===== src/rtl/gelu_lut_loader_if.sv =====
// ---------------------------------------------------------------------------
// gelu_lut_loader_if
// Bundles the host entry stream and the shared LUT write bus of the GELU/exp
// datapath.
//   load_start            host -> loader  one-cycle pulse, start a full table load
//   in_valid/in_ready     host <-> loader entry handshake
//   in_log2/in_exp2       host -> loader  paired LUT entry
//   lut_wr_en             loader -> LUTs  write strobe
//   log2_lut_data_in      loader -> LUTs  log2 entry driven with the strobe
//   exp2_lut_data_in      loader -> LUTs  exp2 entry driven with the strobe
//   lut_busy/lut_loaded   loader -> top   load status
//   lut_checksum          loader -> top   mod-2^FLOAT_LEN sum of the loaded entries
// Modports:
//   master  the loader, which masters the LUT write bus
//   slave   the host plus the LUT receivers / status consumers
// ---------------------------------------------------------------------------
interface gelu_lut_loader_if #(
  parameter int FLOAT_LEN = 16,
  parameter int MANT_LEN  = 10
);
  logic                 load_start;
  logic                 in_valid;
  logic                 in_ready;
  logic [MANT_LEN-1:0]  in_log2;
  logic [FLOAT_LEN-1:0] in_exp2;
  logic                 lut_wr_en;
  logic [MANT_LEN-1:0]  log2_lut_data_in;
  logic [FLOAT_LEN-1:0] exp2_lut_data_in;
  logic                 lut_busy;
  logic                 lut_loaded;
  logic [FLOAT_LEN-1:0] lut_checksum;

  modport master (
    input  load_start, in_valid, in_log2, in_exp2,
    output in_ready, lut_wr_en, log2_lut_data_in, exp2_lut_data_in,
           lut_busy, lut_loaded, lut_checksum
  );

  modport slave (
    output load_start, in_valid, in_log2, in_exp2,
    input  in_ready, lut_wr_en, log2_lut_data_in, exp2_lut_data_in,
           lut_busy, lut_loaded, lut_checksum
  );
endinterface


===== src/rtl/gelu_lut_loader.sv =====
// ---------------------------------------------------------------------------
// gelu_lut_loader
// Write-side master for the shared LUT-load bus of the GELU/exp datapath.
// Accepts paired (log2, exp2) entries from the host over a valid/ready stream
// and broadcasts exactly LUT_DEPTH write strobes per load, so every receiver's
// own write pointer wraps back to 0 at the end of the load.
// Ports:
//   clk     clock
//   rst_n   asynchronous active-low reset
//   lut_bus gelu_lut_loader_if.master (host stream in, LUT write bus and status out)
// ---------------------------------------------------------------------------
module gelu_lut_loader #(
  parameter int FLOAT_LEN = 16,
  parameter int MANT_LEN  = 10,
  parameter int LUT_DEPTH = 64
) (
  input  logic                 clk,
  input  logic                 rst_n,
  gelu_lut_loader_if.master    lut_bus
);

  localparam int CNT_W = $clog2(LUT_DEPTH);
  localparam int PAD_W = FLOAT_LEN - MANT_LEN;
  localparam logic [CNT_W-1:0] LAST_IDX = CNT_W'(LUT_DEPTH - 1);

  localparam logic [1:0] ST_IDLE = 2'b00;
  localparam logic [1:0] ST_LOAD = 2'b01;
  localparam logic [1:0] ST_DONE = 2'b10;

  logic [1:0]           r_state;
  logic [1:0]           w_state_nxt;
  logic [CNT_W-1:0]     r_cnt;
  logic [FLOAT_LEN-1:0] r_sum;
  logic                 r_wr_en;
  logic [MANT_LEN-1:0]  r_log2;
  logic [FLOAT_LEN-1:0] r_exp2;
  logic                 w_in_ready;
  logic                 w_accept;
  logic                 w_start;
  logic                 w_last;

  // Handshake and start decode; load_start is only honoured outside LOAD so a
  // running load can never be restarted and receiver pointers stay aligned.
  always_comb begin
    w_in_ready = (r_state == ST_LOAD);
    w_accept   = lut_bus.in_valid & w_in_ready;
    w_start    = lut_bus.load_start & ((r_state == ST_IDLE) | (r_state == ST_DONE));
    w_last     = w_accept & (r_cnt == LAST_IDX);
  end

  // Next-state decode for the load sequencer.
  always_comb begin
    w_state_nxt = r_state;
    case (r_state)
      ST_IDLE: begin
        if (lut_bus.load_start) w_state_nxt = ST_LOAD;
        else                    w_state_nxt = ST_IDLE;
      end
      ST_LOAD: begin
        if (w_last) w_state_nxt = ST_DONE;
        else        w_state_nxt = ST_LOAD;
      end
      ST_DONE: begin
        if (lut_bus.load_start) w_state_nxt = ST_LOAD;
        else                    w_state_nxt = ST_DONE;
      end
      default: w_state_nxt = ST_IDLE;
    endcase
  end

  // State, entry counter, checksum and the registered write bus.
  always_ff @(posedge clk or negedge rst_n) begin
    if (!rst_n) begin
      r_state <= ST_IDLE;
      r_cnt   <= '0;
      r_sum   <= '0;
      r_wr_en <= 1'b0;
      r_log2  <= '0;
      r_exp2  <= '0;
    end else begin
      r_state <= w_state_nxt;
      r_wr_en <= w_accept;
      if (w_accept) begin
        r_log2 <= lut_bus.in_log2;
        r_exp2 <= lut_bus.in_exp2;
      end
      // The counter wraps naturally to 0 on the last entry (LUT_DEPTH is 2^CNT_W).
      if (w_start) begin
        r_cnt <= '0;
        r_sum <= '0;
      end else if (w_accept) begin
        r_cnt <= r_cnt + CNT_W'(1);
        r_sum <= r_sum + {{PAD_W{1'b0}}, lut_bus.in_log2} + lut_bus.in_exp2;
      end
    end
  end

  // Status is decoded from the state register, so lut_loaded falls in the
  // same cycle lut_busy rises, and both track an async reset immediately.
  assign lut_bus.in_ready         = w_in_ready;
  assign lut_bus.lut_wr_en        = r_wr_en;
  assign lut_bus.log2_lut_data_in = r_log2;
  assign lut_bus.exp2_lut_data_in = r_exp2;
  assign lut_bus.lut_busy         = (r_state == ST_LOAD);
  assign lut_bus.lut_loaded       = (r_state == ST_DONE);
  assign lut_bus.lut_checksum     = r_sum;

endmodule

===== src/flat_wrapper.sv =====
// flat-port wrapper written by rule: the top's interface ports become plain ports
module gelu_lut_loader_flat 
#(
  parameter int FLOAT_LEN = 16,
  parameter int MANT_LEN  = 10,
  parameter int LUT_DEPTH = 64
)
  (clk, rst_n, lut_bus_load_start, lut_bus_in_valid, lut_bus_in_log2, lut_bus_in_exp2, lut_bus_in_ready, lut_bus_lut_wr_en, lut_bus_log2_lut_data_in, lut_bus_exp2_lut_data_in, lut_bus_lut_busy, lut_bus_lut_loaded, lut_bus_lut_checksum);
  gelu_lut_loader_if #(.FLOAT_LEN(FLOAT_LEN), .MANT_LEN(MANT_LEN)) lut_bus_i ();
  input  logic clk;
  input  logic rst_n;
  input wire logic [$bits(lut_bus_i.load_start)-1:0] lut_bus_load_start;
  input wire logic [$bits(lut_bus_i.in_valid)-1:0] lut_bus_in_valid;
  input wire logic [$bits(lut_bus_i.in_log2)-1:0] lut_bus_in_log2;
  input wire logic [$bits(lut_bus_i.in_exp2)-1:0] lut_bus_in_exp2;
  output wire logic [$bits(lut_bus_i.in_ready)-1:0] lut_bus_in_ready;
  output wire logic [$bits(lut_bus_i.lut_wr_en)-1:0] lut_bus_lut_wr_en;
  output wire logic [$bits(lut_bus_i.log2_lut_data_in)-1:0] lut_bus_log2_lut_data_in;
  output wire logic [$bits(lut_bus_i.exp2_lut_data_in)-1:0] lut_bus_exp2_lut_data_in;
  output wire logic [$bits(lut_bus_i.lut_busy)-1:0] lut_bus_lut_busy;
  output wire logic [$bits(lut_bus_i.lut_loaded)-1:0] lut_bus_lut_loaded;
  output wire logic [$bits(lut_bus_i.lut_checksum)-1:0] lut_bus_lut_checksum;
  assign lut_bus_i.load_start = lut_bus_load_start;
  assign lut_bus_i.in_valid = lut_bus_in_valid;
  assign lut_bus_i.in_log2 = lut_bus_in_log2;
  assign lut_bus_i.in_exp2 = lut_bus_in_exp2;
  assign lut_bus_in_ready = lut_bus_i.in_ready;
  assign lut_bus_lut_wr_en = lut_bus_i.lut_wr_en;
  assign lut_bus_log2_lut_data_in = lut_bus_i.log2_lut_data_in;
  assign lut_bus_exp2_lut_data_in = lut_bus_i.exp2_lut_data_in;
  assign lut_bus_lut_busy = lut_bus_i.lut_busy;
  assign lut_bus_lut_loaded = lut_bus_i.lut_loaded;
  assign lut_bus_lut_checksum = lut_bus_i.lut_checksum;
  gelu_lut_loader #(.FLOAT_LEN(FLOAT_LEN), .MANT_LEN(MANT_LEN), .LUT_DEPTH(LUT_DEPTH)) u_core (.clk(clk), .rst_n(rst_n), .lut_bus(lut_bus_i));
endmodule

===== config.mk =====
export PLATFORM = sky130hd
export DESIGN_NAME = gelu_lut_loader_flat
export DESIGN_NICKNAME = d
export VERILOG_FILES = /design/src/rtl/gelu_lut_loader_if.sv /design/src/rtl/gelu_lut_loader.sv /design/src/flat_wrapper.sv
export SDC_FILE = /design/constraint.sdc
export NUM_CORES = 1
export LEC_CHECK = 0
export BUFFER_PORTS_ARGS = -buffer_cell sky130_fd_sc_hd__buf_4
export CELL_PAD_IN_SITES_DETAIL_PLACEMENT = 1
export CELL_PAD_IN_SITES_GLOBAL_PLACEMENT = 1
export CORE_AREA = 2 2 86 104
export DETAILED_ROUTE_END_ITERATION = 7
export DIE_AREA = 0 0 88 106
export PLACE_DENSITY_LB_ADDON = 0.1
export SLEW_MARGIN = 40
export SYNTH_ARGS = -nofsm -noshare
export SYNTH_HDL_FRONTEND = slang
export SYNTH_SLANG_ARGS = --single-unit

===== constraint.sdc =====
create_clock -name clk -period 2.8 [get_ports clk]
set_clock_uncertainty 0.05 [all_clocks]
set_input_delay 0.14 -clock clk [delete_from_list [all_inputs] [get_ports clk]]
set_output_delay 0.14 -clock clk [all_outputs]
set_load 0.1 [all_outputs]

==> metrics <==
vias in the first global route=2905; Clk network pwr share=0.090; CP endpoint kind=flip-flop; Seq/Total Area, Yosys=0.437; Num Clock Sinks=51; DRC viols=0; worst-case reg-to-reg path depth=9; Leak Pwr=2.09 nW; worst r2r dst=u_core.lut_bus.lut_checksum[13]; VDD IR-drop max=0.000729 V; worst hold path type=in2reg; synthesized area=2920 sq um; Tmin final=2.92 ns; wire per inst=14.4 microns; placer congestion estimate=0.799; reg2reg start=u_core.lut_bus.lut_checksum[1]; Nets=491; sw power=0.00283 W; n_diodes=0; Mean Syn Cell Area=9.40 sq um; Max-Cap Viols=0; die area=9330 sq um; RSZ-0062 raised after global routing=true; Ys Warns=0; DPL Wire Length=5530 microns; initial antenna violation count=0; Setup crit start kind=flip-flop; area delta synth->final=44.5%; total gr overflow=0; TritonCTS Buffers=5; Final setup viols=5; Setup WS post-layout=-0.121 ns; met2 WL=4270 microns; Starting Density=0.349; Routed Antenna Nets=0; synth unique cells=42; Core ar.=8380 sq um; CTS tree=built; CTS root buf=clkbuf_8; Die Y=106 microns; first-pass GRT wire length=13600 microns; Synth Instances=311; share of cells above drive strength 1=0.299; status=finished, violations left; Sw Ratio=0.531; Starting DRT DRC Count=71; Fin Setup TNS=-0.318 ns; failing checks=setup timing; H-tree depth=2; flop-to-flop setup slack=-0.12 ns; IO Count=76; Critical Path Sink=u_core.lut_bus.lut_checksum[13]; Pre-antenna DRT Iters=4; crit share post-route=1.04; Worst slew margin=0.536; Placed Area=3750 sq um; f_max=342 MHz; design area=4220 sq um; clk_lat worst skew=0.31 ns; Worst setup startpoint=u_core.lut_bus.lut_checksum[1]; critical path class=reg2reg; P_int=0.00250 W; Pwr Density=1260 nW/um^2; Slew Viols, Final=0; met3 routed WL=284 microns; Clock transition at path regs=0.10 ns; die width=88 microns; worst-path maximum fanout=2; DR top layer=met4; Worst-Margin Slew=0.696 ns; Final Hold Viols=0; CP required=3.00 ns; number of core rows=37; Worst Path Arrival=3.12 ns; Seq pwr share=0.213; vias per cell=4.81; Routed met1 length=3220 microns; Vias=2637; syn_nets=372; largest net degree at the start of global routing=55; combinational power share=0.698; Total Wirelength=7870 microns; hold_sp=lut_bus_load_start; post-synthesis register bit count=51; PortBufs=75; CTS Buffer Depth=2; GRT Overall Usage=0.184
## layer usage
metal | GRT usage | up-vias
li1 | - | 1288
met1 | 0.212 | 1296
met2 | 0.339 | 48
met3 | 0.0334 | 5
met4 | 0.0560 | 0
met5 | 0 | -
## cell usage after synthesis, drive strengths merged
cell	n	area share
nor3	3	0.0051
mux2i	1	0.0034
ha	20	0.086
nor2	9	0.012
o21ai	12	0.021
a221o	1	0.0034
or3	1	0.0021
nand2	99	0.13
nand2b	5	0.011
o31ai	3	0.0077
or2	1	0.0021
o211ai	1	0.0026
a221oi	1	0.0030
o311ai	1	0.0030
a21oi	14	0.025
fa	11	0.075
and4	1	0.0030
a22oi	1	0.0026
a211oi	1	0.0026
xnor2	6	0.018
a31oi	3	0.012
nand4	4	0.0086
clkbuf	8	0.010
o21a	4	0.010
a211o	1	0.0030
or4	1	0.0026
nor2b	3	0.0064
xor2	8	0.024
a21o	7	0.018
inv	3	0.0039
buf	4	0.0068
a21boi	1	0.0026
and3	2	0.0043
o22ai	1	0.0021
o311a	1	0.0034
dfrtp	51	0.44
nor3b	2	0.0051
nand3	15	0.026
## power by group through the flow
| stage | Sequential [W] | Combinational (W) | Clock [W] |
|---|---|---|---|
| after floorplan | 0.00234 | 0.00133 | 0 |
| after global routing | 0.00117 | 0.00402 | 0.000529 |
| after detailed placement | 0.00115 | 0.00344 | 0 |
| final | 0.00113 | 0.00372 | 0.000478 |
| after global placement | 0.00115 | 0.00341 | 0 |
| after CTS | 0.00114 | 0.00357 | 0.000509 |
## stage by stage
step / hold WS, ns / utilization / instances / setup slack [ns] / total power, W
floorplan: -0.206 / - / 311 / -0.311 / 0.00366
global placement: 0.186 / 0.447 / 508 / -0.141 / 0.00455
detailed placement: 0.192 / 0.448 / 508 / -0.192 / 0.00459
CTS: 0.0474 / 0.497 / 547 / -0.161 / 0.00522
global route: 0.0568 / 0.504 / 548 / -0.232 / 0.00572
finish: 0.0588 / 0.504 / 548 / -0.121 / 0.00533
## worst min-delay path by stage
stage / endpoint / slack (ns) / cells after the start
finish: u_core.r_state[1] / 0.06 / 3
global route: u_core.r_state[1] / 0.06 / 3
CTS: u_core.r_state[1] / 0.05 / 3
detailed placement: u_core.r_cnt[4] / 0.19 / 1
global placement: u_core.r_cnt[5] / 0.19 / 1
floorplan: u_core.lut_bus.exp2_lut_data_in[0] / -0.21 / 0
## logic make-up after synthesis
| logic type | count (synthesis) | share of synthesized area |
|---|---|---|
| flip-flops | 51 | 0.437 |
| adder cells (fa/ha/maj) | 31 | 0.161 |
| buffers and inverters | 15 | 0.0210 |
| AND/OR/NAND/NOR | 146 | 0.214 |
| multiplexers | 1 | 0.00342 |
| AO/OA/AOI/OAI | 53 | 0.122 |
| XOR/XNOR | 14 | 0.0420 |
## timing repair
action | CTS | global route
hold buffers | 27 | 0
buffers inserted | 4 | 2
setup endpoints to repair | 2 | 7
pin swaps | 8 | 8
endpoints found under the hold margin | 77 | 0
gates resized for setup | 2 | 13
## cell usage in the layout (no fill, tap or decap), drive strengths merged, types with 5 or more instances in the layout
cell type	Yosys	layout
ha	20	20
nand3	15	15
buf	4	97
nor2	9	9
a21o	7	7
fa	11	11
dlygate4sd3	0	27
nand2b	5	5
xor2	8	8
nand2	99	99
o21ai	12	12
dfrtp	51	51
clkbuf	8	8
xnor2	6	6
a21oi	14	14
## sequential cells by signal, summed over array words and instances (netlist names)
name	cells
u_core.r_cnt	6
u_core.lut_bus.exp2_lut_data_in	16
u_core.lut_bus.lut_wr_en	1
u_core.lut_bus.lut_checksum	16
u_core.r_state	2
u_core.lut_bus.log2_lut_data_in	10
## critical path, stage by stage (launching register included)
cell     delay (ns)
dfrtp_4        0.49
fa_1           0.45
ha_2           0.20
fa_2           0.34
a21o_1         0.17
a221o_1        0.39
a31oi_4        0.18
a21oi_2        0.08
or4_1          0.42
nand4_1        0.10
## layout make-up
class	instances	area [sq um]
Clock buffer	8	100
Fill cell	959	4160
Inverter	3	11.3
Multi-Input combinational cell	245	1660
Sequential cell	51	1300
Tap cell	117	146
Timing Repair Buffer	124	1010
(Power assumes the default switching activity.)
